$ cat src/rtl/alu_share_arbiter.sv
// Two-requester round-robin front end for the shared 64-bit integer ALU.
// Each accepted operation runs IDLE -> EXEC -> RESP; the result is held until its owner takes it.
module alu_share_arbiter #(
    parameter int XLEN = 64,
    parameter int SELW = 7
) (
    input  logic            clk,
    input  logic            rst_n,
    input  logic            req0_valid,
    output logic            req0_ready,
    input  logic [XLEN-1:0] req0_in1,
    input  logic [XLEN-1:0] req0_in2,
    input  logic [SELW-1:0] req0_sel,
    input  logic            req0_sladd,
    input  logic            req1_valid,
    output logic            req1_ready,
    input  logic [XLEN-1:0] req1_in1,
    input  logic [XLEN-1:0] req1_in2,
    input  logic [SELW-1:0] req1_sel,
    input  logic            req1_sladd,
    output logic            rsp0_valid,
    input  logic            rsp0_ready,
    output logic [XLEN-1:0] rsp0_data,
    output logic            rsp1_valid,
    input  logic            rsp1_ready,
    output logic [XLEN-1:0] rsp1_data,
    output logic [XLEN-1:0] alu_in1,
    output logic [XLEN-1:0] alu_in2,
    output logic [SELW-1:0] alu_sel,
    output logic            alu_sladd,
    output logic            alu_select,
    input  logic [XLEN-1:0] alu_result,
    output logic            busy
);

    localparam logic [1:0] IDLE = 2'd0;
    localparam logic [1:0] EXEC = 2'd1;
    localparam logic [1:0] RESP = 2'd2;

    logic [1:0]      state_reg;
    logic [1:0]      state_next;
    logic            last_grant_reg;
    logic            owner_reg;
    logic [XLEN-1:0] in1_reg;
    logic [XLEN-1:0] in2_reg;
    logic [SELW-1:0] sel_reg;
    logic            sladd_reg;
    logic [XLEN-1:0] result_reg;

    logic            grant0;
    logic            grant1;
    logic            accept;
    logic            owner_ready;
    logic [1:0]      rsp_valid_vec;
    logic [1:0]      rsp_ready_vec;
    logic [XLEN-1:0] rsp_data_arr [2];

    // When both ask, the one that did not win last time gets the ALU.
    always_comb begin
        grant0 = req0_valid && (!req1_valid || last_grant_reg);
        grant1 = req1_valid && (!req0_valid || !last_grant_reg);
    end

    assign req0_ready    = (state_reg == IDLE) && grant0;
    assign req1_ready    = (state_reg == IDLE) && grant1;
    assign accept        = req0_ready || req1_ready;
    assign rsp_ready_vec = {rsp1_ready, rsp0_ready};
    assign owner_ready   = rsp_ready_vec[owner_reg];

    always_comb begin
        state_next = state_reg;
        case (state_reg)
            IDLE:    if (accept) state_next = EXEC;
            EXEC:    state_next = RESP;
            RESP:    if (owner_ready) state_next = IDLE;
            default: state_next = IDLE;
        endcase
    end

    always_ff @(posedge clk or negedge rst_n) begin
        if (!rst_n) begin
            state_reg      <= IDLE;
            last_grant_reg <= 1'b1;
            owner_reg      <= 1'b0;
        end else begin
            state_reg <= state_next;
            if (accept) begin
                owner_reg      <= grant1;
                last_grant_reg <= grant1;
            end
        end
    end

    // Operands only move on a handshake so the ALU inputs stay quiet otherwise.
    always_ff @(posedge clk or negedge rst_n) begin
        if (!rst_n) begin
            in1_reg   <= '0;
            in2_reg   <= '0;
            sel_reg   <= '0;
            sladd_reg <= 1'b0;
        end else if (accept) begin
            in1_reg   <= grant1 ? req1_in1   : req0_in1;
            in2_reg   <= grant1 ? req1_in2   : req0_in2;
            sel_reg   <= grant1 ? req1_sel   : req0_sel;
            sladd_reg <= grant1 ? req1_sladd : req0_sladd;
        end
    end

    always_ff @(posedge clk or negedge rst_n) begin
        if (!rst_n) begin
            result_reg <= '0;
        end else if (state_reg == EXEC) begin
            result_reg <= alu_result;
        end
    end

    genvar gi;
    generate
        for (gi = 0; gi < 2; gi++) begin : g_rsp
            assign rsp_valid_vec[gi] = (state_reg == RESP) && (owner_reg == 1'(gi));
            assign rsp_data_arr[gi]  = rsp_valid_vec[gi] ? result_reg : '0;
        end
    endgenerate

    assign rsp0_valid = rsp_valid_vec[0];
    assign rsp1_valid = rsp_valid_vec[1];
    assign rsp0_data  = rsp_data_arr[0];
    assign rsp1_data  = rsp_data_arr[1];

    assign alu_in1    = in1_reg;
    assign alu_in2    = in2_reg;
    assign alu_sel    = sel_reg;
    assign alu_sladd  = sladd_reg;
    assign alu_select = (state_reg == EXEC);
    assign busy       = (state_reg != IDLE);

endmodule
$ cat config.mk
export PLATFORM = sky130hd
export DESIGN_NAME = alu_share_arbiter
export DESIGN_NICKNAME = d
export VERILOG_FILES = /design/src/rtl/alu_share_arbiter.sv
export SDC_FILE = /design/constraint.sdc
export NUM_CORES = 1
export LEC_CHECK = 0
export ABC_CLOCK_PERIOD_IN_PS = 4100
export BUFFER_PORTS_ARGS = -buffer_cell sky130_fd_sc_hd__buf_4
export CAP_MARGIN = 10
export CORE_AREA = 2 2 239 241
export DETAILED_ROUTE_END_ITERATION = 10
export DIE_AREA = 0 0 241 243
export PLACE_DENSITY_LB_ADDON = 0.08
export SLEW_MARGIN = 20
export SYNTH_ARGS = -nofsm -noshare
export SYNTH_HDL_FRONTEND = slang
export SYNTH_SLANG_ARGS = --single-unit
export TNS_END_PERCENT = 100
$ cat constraint.sdc
create_clock -name clk -period 4.1 [get_ports clk]
set_input_delay 0.82 -clock clk [delete_from_list [all_inputs] [get_ports clk]]
set_output_delay 0.82 -clock clk [all_outputs]
set_load 0.02 [all_outputs]
# Word-level counts from Yosys, hierarchy flattened
# Index checks and enable logic that the tools add are counted.
# totals
reg_bits	204
input_bits	342
mem_count	0
wordCells	40
ram_bits	0
mem_bits_ro	0
latchBits	0
# op_classes
n_shift	0
multipliers	0
addsub	0
magnitude_cmp	1
eq_ne	4
n_reduce_logical	15
bitwise_logic	1
muxes	11
div	0
# op_table
op	count
2-to-1 mux 64 bit	4
2-to-1 mux 7 bit	1
logical AND 1 bit	6
one-hot mux 2 bit (3 select lines)	1
2-to-1 mux 2 bit	2
inequality test 2 bit, second input constant	2
logical NOT 1 bit	3
logical OR 1 bit	3
2-to-1 mux 1 bit	3
equality test 2 x 1 -> 1 bit, second input constant	1
equality test 2 bit, second input constant	1
logical NOT 2 bit	1
less-than comparator 1 x 2 -> 1 bit, second input constant	1
AND reduction 2 bit	1
nonzero test 2 bit	1
inverter 1 bit	1

# Depth between registers and ports, before layout
# depth
ltp_word	7
depth_mapped	5
mapped_depth_nobuf	3

# Worst setup path before layout
# No wires, ideal clock.
# synth_path
path_kind	input -> output
from	input port req1_valid
to	output port req1_ready
n_path_buf	2
required_time_ps	3280
slack_ps	1459
path_stages	4
t_arrival_ps	1821
path_cell_list	a21bo_4 > buf_6 > buf_6 > nor3_1
# synth_via
elab_chain_len	2
# synth_rtl
item	line_no	text
start: declaration	15	input logic req1_valid,
logical AND 1 bit	61	grant1 = req1_valid && (!req0_valid || !last_grant_reg);
logical AND 1 bit	65	assign req1_ready = (state_reg == IDLE) && grant1;
end: declaration	16	output logic req1_ready,
# No other way between the ends.

# Worst setup path after layout
# layout_path
from	register state_reg[0]
to	output port rsp0_data[50]
# layout_via
elab_chain_len	3
# layout_rtl
item	line_no	text
start: declaration	40	logic [1:0] state_reg;
start signal: assignment	86	state_reg <= state_next;
equality test 2 bit	120	assign rsp_valid_vec[gi] = (state_reg == RESP) && (owner_reg == 1'(gi));
logical AND 1 bit	120	
2-to-1 mux 64 bit	121	assign rsp_data_arr[gi] = rsp_valid_vec[gi] ? result_reg : '0;
end: declaration	23	output logic [XLEN-1:0] rsp0_data,
# No other way between the ends.

==> run metrics <==
Fmax between 300 and 400 MHz; drt drc 0; slew at the pin closest to its max-slew limit 0.9352 ns; Total Power between 0.01 and 0.015 W; die width around 240 µm; std cell rows between 80 and 90; R2R Path End alu_in1[54]; Seq/Total Area, Yosys a little under half; Peak VDD IR 0.0002937 V; Post-Place Cell Area between 0.015 and 0.02 mm²; Die Y approximately 240 µm; final setup violation count 0; Max-cap violations 0; fillers roughly 5.8k; multi-input combinational cell area roughly 0.0056 mm²; unrepaired setup endpoints after global routing false; critical path startpoint category flop; Reg area 0.005106 mm²; H-tree level count 1; hpwl dp about 32000 µm; initial antenna violation count 4; outcome completed; clk slew on worst S/H paths around 0.050 ns; area leader, netlist dfrtp_1; Synth Area per Inst around 15 µm²; initial core utilization slightly below 20%; Setup CP Type flop to output pin; CTS tree done; Power Density between 700 and 800 mW/mm²; net count after synthesis 1079; GRT Util Overall 13.49%; hold buffer count at cts 0; vias in the first global route roughly 8.7k; number of synthesized flops with an enable pin 0; top cells by area, synth dfrtp_1 46%, mux2_4 31%, mux2_2 11%; I/O pin total slightly above 600; Initial DRT Pass Iterations 4; Clock Sinks 204; Max Slew Vio Count 0; global-route wire length before repair just under 60000 µm; Nets between 1.5k and 2k; CP arrival roughly 2.2 ns; clk_lat worst skew roughly 0.55 ns; placer's final routability congestion estimate around 0.76; CP required about 3.3 ns; DRT antenna net count 0; slew margin rel. a little under two fifths; Worst R2R Start last_grant_reg; flop and latch count out of synthesis approximately 200; fraction of final layout cells sized beyond drive strength 1 74.60%; Setup Skew 0.01228 ns; total number of vias ~8.1k; postcts setup bufs 0; cts repair resizes 0; Lkg Pwr 8.731 nW; R2R Setup Slk 1.68 ns; Worst setup EP type output pin; number of port buffers just over 600; Root Buffer clkbuf_16; largest net degree at the start of global routing about 100; part of the cycle the worst path needs roughly 73%; synthesis-to-layout area growth 57.61%; Detailed Route WL 41520 µm; Vias/cell around 3.8; Primary FF master, synth dfrtp_1; clock tree buffer depth 3; synth unique cells 23; starting DRC count in detailed routing approximately 210; Synth async-reset ratio 100.0%; die area between 0.05 and 0.06 mm²; setup TNS 0 ns; Syn Std Cell Area 0.01106 mm²; DR WL/cell approximately 20 µm; r2r worst-path depth 4; top-count cell post-synth mux2_4; final hold vios 0; Num CTS Buffers 28; Post-synth top cells 229 x mux2_4, 203 x dfrtp_1, 128 x and2_1, 108 x mux2_2, 14 x clkbuf_1; crit-path max FO 65; minimum clock period after layout approximately 3.0 ns; Worst Hold Class input pin to asynchronous set/reset pin; grt ovf 0; CORE AREA approximately 0.056 mm²; yosys warns 0; Gate Count Post-Synth around 740; Design Area, Final ~0.017 mm²; Yosys top cell area share between 40% and 50%
## report_power, final
part	switching [W]	leakage [nW]	internal, W	total [W]
logic	0.00321	5.84	0.00363	0.00684
clock network	0.000961	0.499	0.00166	0.00262
registers	0.000719	2.39	0.00308	0.00380
total	0.00489	8.73	0.00836	0.0133
## metal layers
| layer | routed length, µm | global-route usage, % | part of all wire (%) |
|---|---|---|---|
| met5 | 20 | 0 | 0.048 |
| met1 | 15280 | 14.68 | 37 |
| met3 | 4336 | 5.527 | 10 |
| met2 | 20510 | 23.51 | 49 |
| met4 | 1365 | 4.539 | 3.3 |
## cell type report
type / count / share of cell area [%]
Antenna cell: 2 / 0.02870
Clock buffer: 47 / 5.353
Clock inverter: 4 / 0.4018
Inverter: 3 / 0.06458
Multi-Input combinational cell: 479 / 31.96
Sequential cell: 204 / 29.28
Tap cell: 756 / 5.425
Timing Repair Buffer: 629 / 27.48
## worst max-delay path, stage by stage, from the launching register on
cell      delay (ns)
dfrtp_1         0.40
nand2b_1        0.25
nor2_4          0.11
buf_4           0.46
and2_1          0.21
buf_4           0.15
## worst max-delay path by stage
| stage | start | end | slack (ns) | cells past startpoint |
|---|---|---|---|---|
| floorplan | req1_valid | req1_ready | 1.46 | 4 |
| global placement | req1_valid | alu_in2[41] | 1.23 | 5 |
| detailed placement | req1_valid | alu_in2[25] | 1.21 | 5 |
| CTS | state_reg[0] | rsp0_data[15] | 0.98 | 5 |
| finish | state_reg[0] | rsp0_data[50] | 1.09 | 5 |
| global route | state_reg[0] | rsp1_data[40] | 0.89 | 5 |
## per-stage QoR
| stage | setup WS [ns] | util [%] | cells | hold slack [ns] |
|---|---|---|---|---|
| 4_1_cts | 0.9778 | 31.16 | 2122 | 0.3360 |
| 3_3_place_gp | 1.226 | 29.36 | 2071 | 0.4959 |
| 6_report | 1.094 | 31.16 | 2124 | 0.3222 |
| 2_1_floorplan | 1.459 | - | 737 | 0.4863 |
| 3_5_place_dp | 1.207 | 29.36 | 2071 | 0.4944 |
| 5_1_grt | 0.8914 | 31.16 | 2124 | 0.3792 |
## cell families after synthesis
group                  Yosys count  share of synthesized area (%)
AOI/OAI and AO/OA                7                         0.4978
and+or+nand+nor                135                          7.532
DFF                            204                          46.15
muxes                          337                          42.07
buffers and inverters           54                          3.743
## cell usage in the layout, fill, tap and decap left out, drive strengths merged, types with 3 or more instances in the layout
cell type,n
dfrtp,203
clkbuf,47
inv,3
and2,128
nor2,3
mux2,337
buf,629
Power figures use the tool's default switching activity.
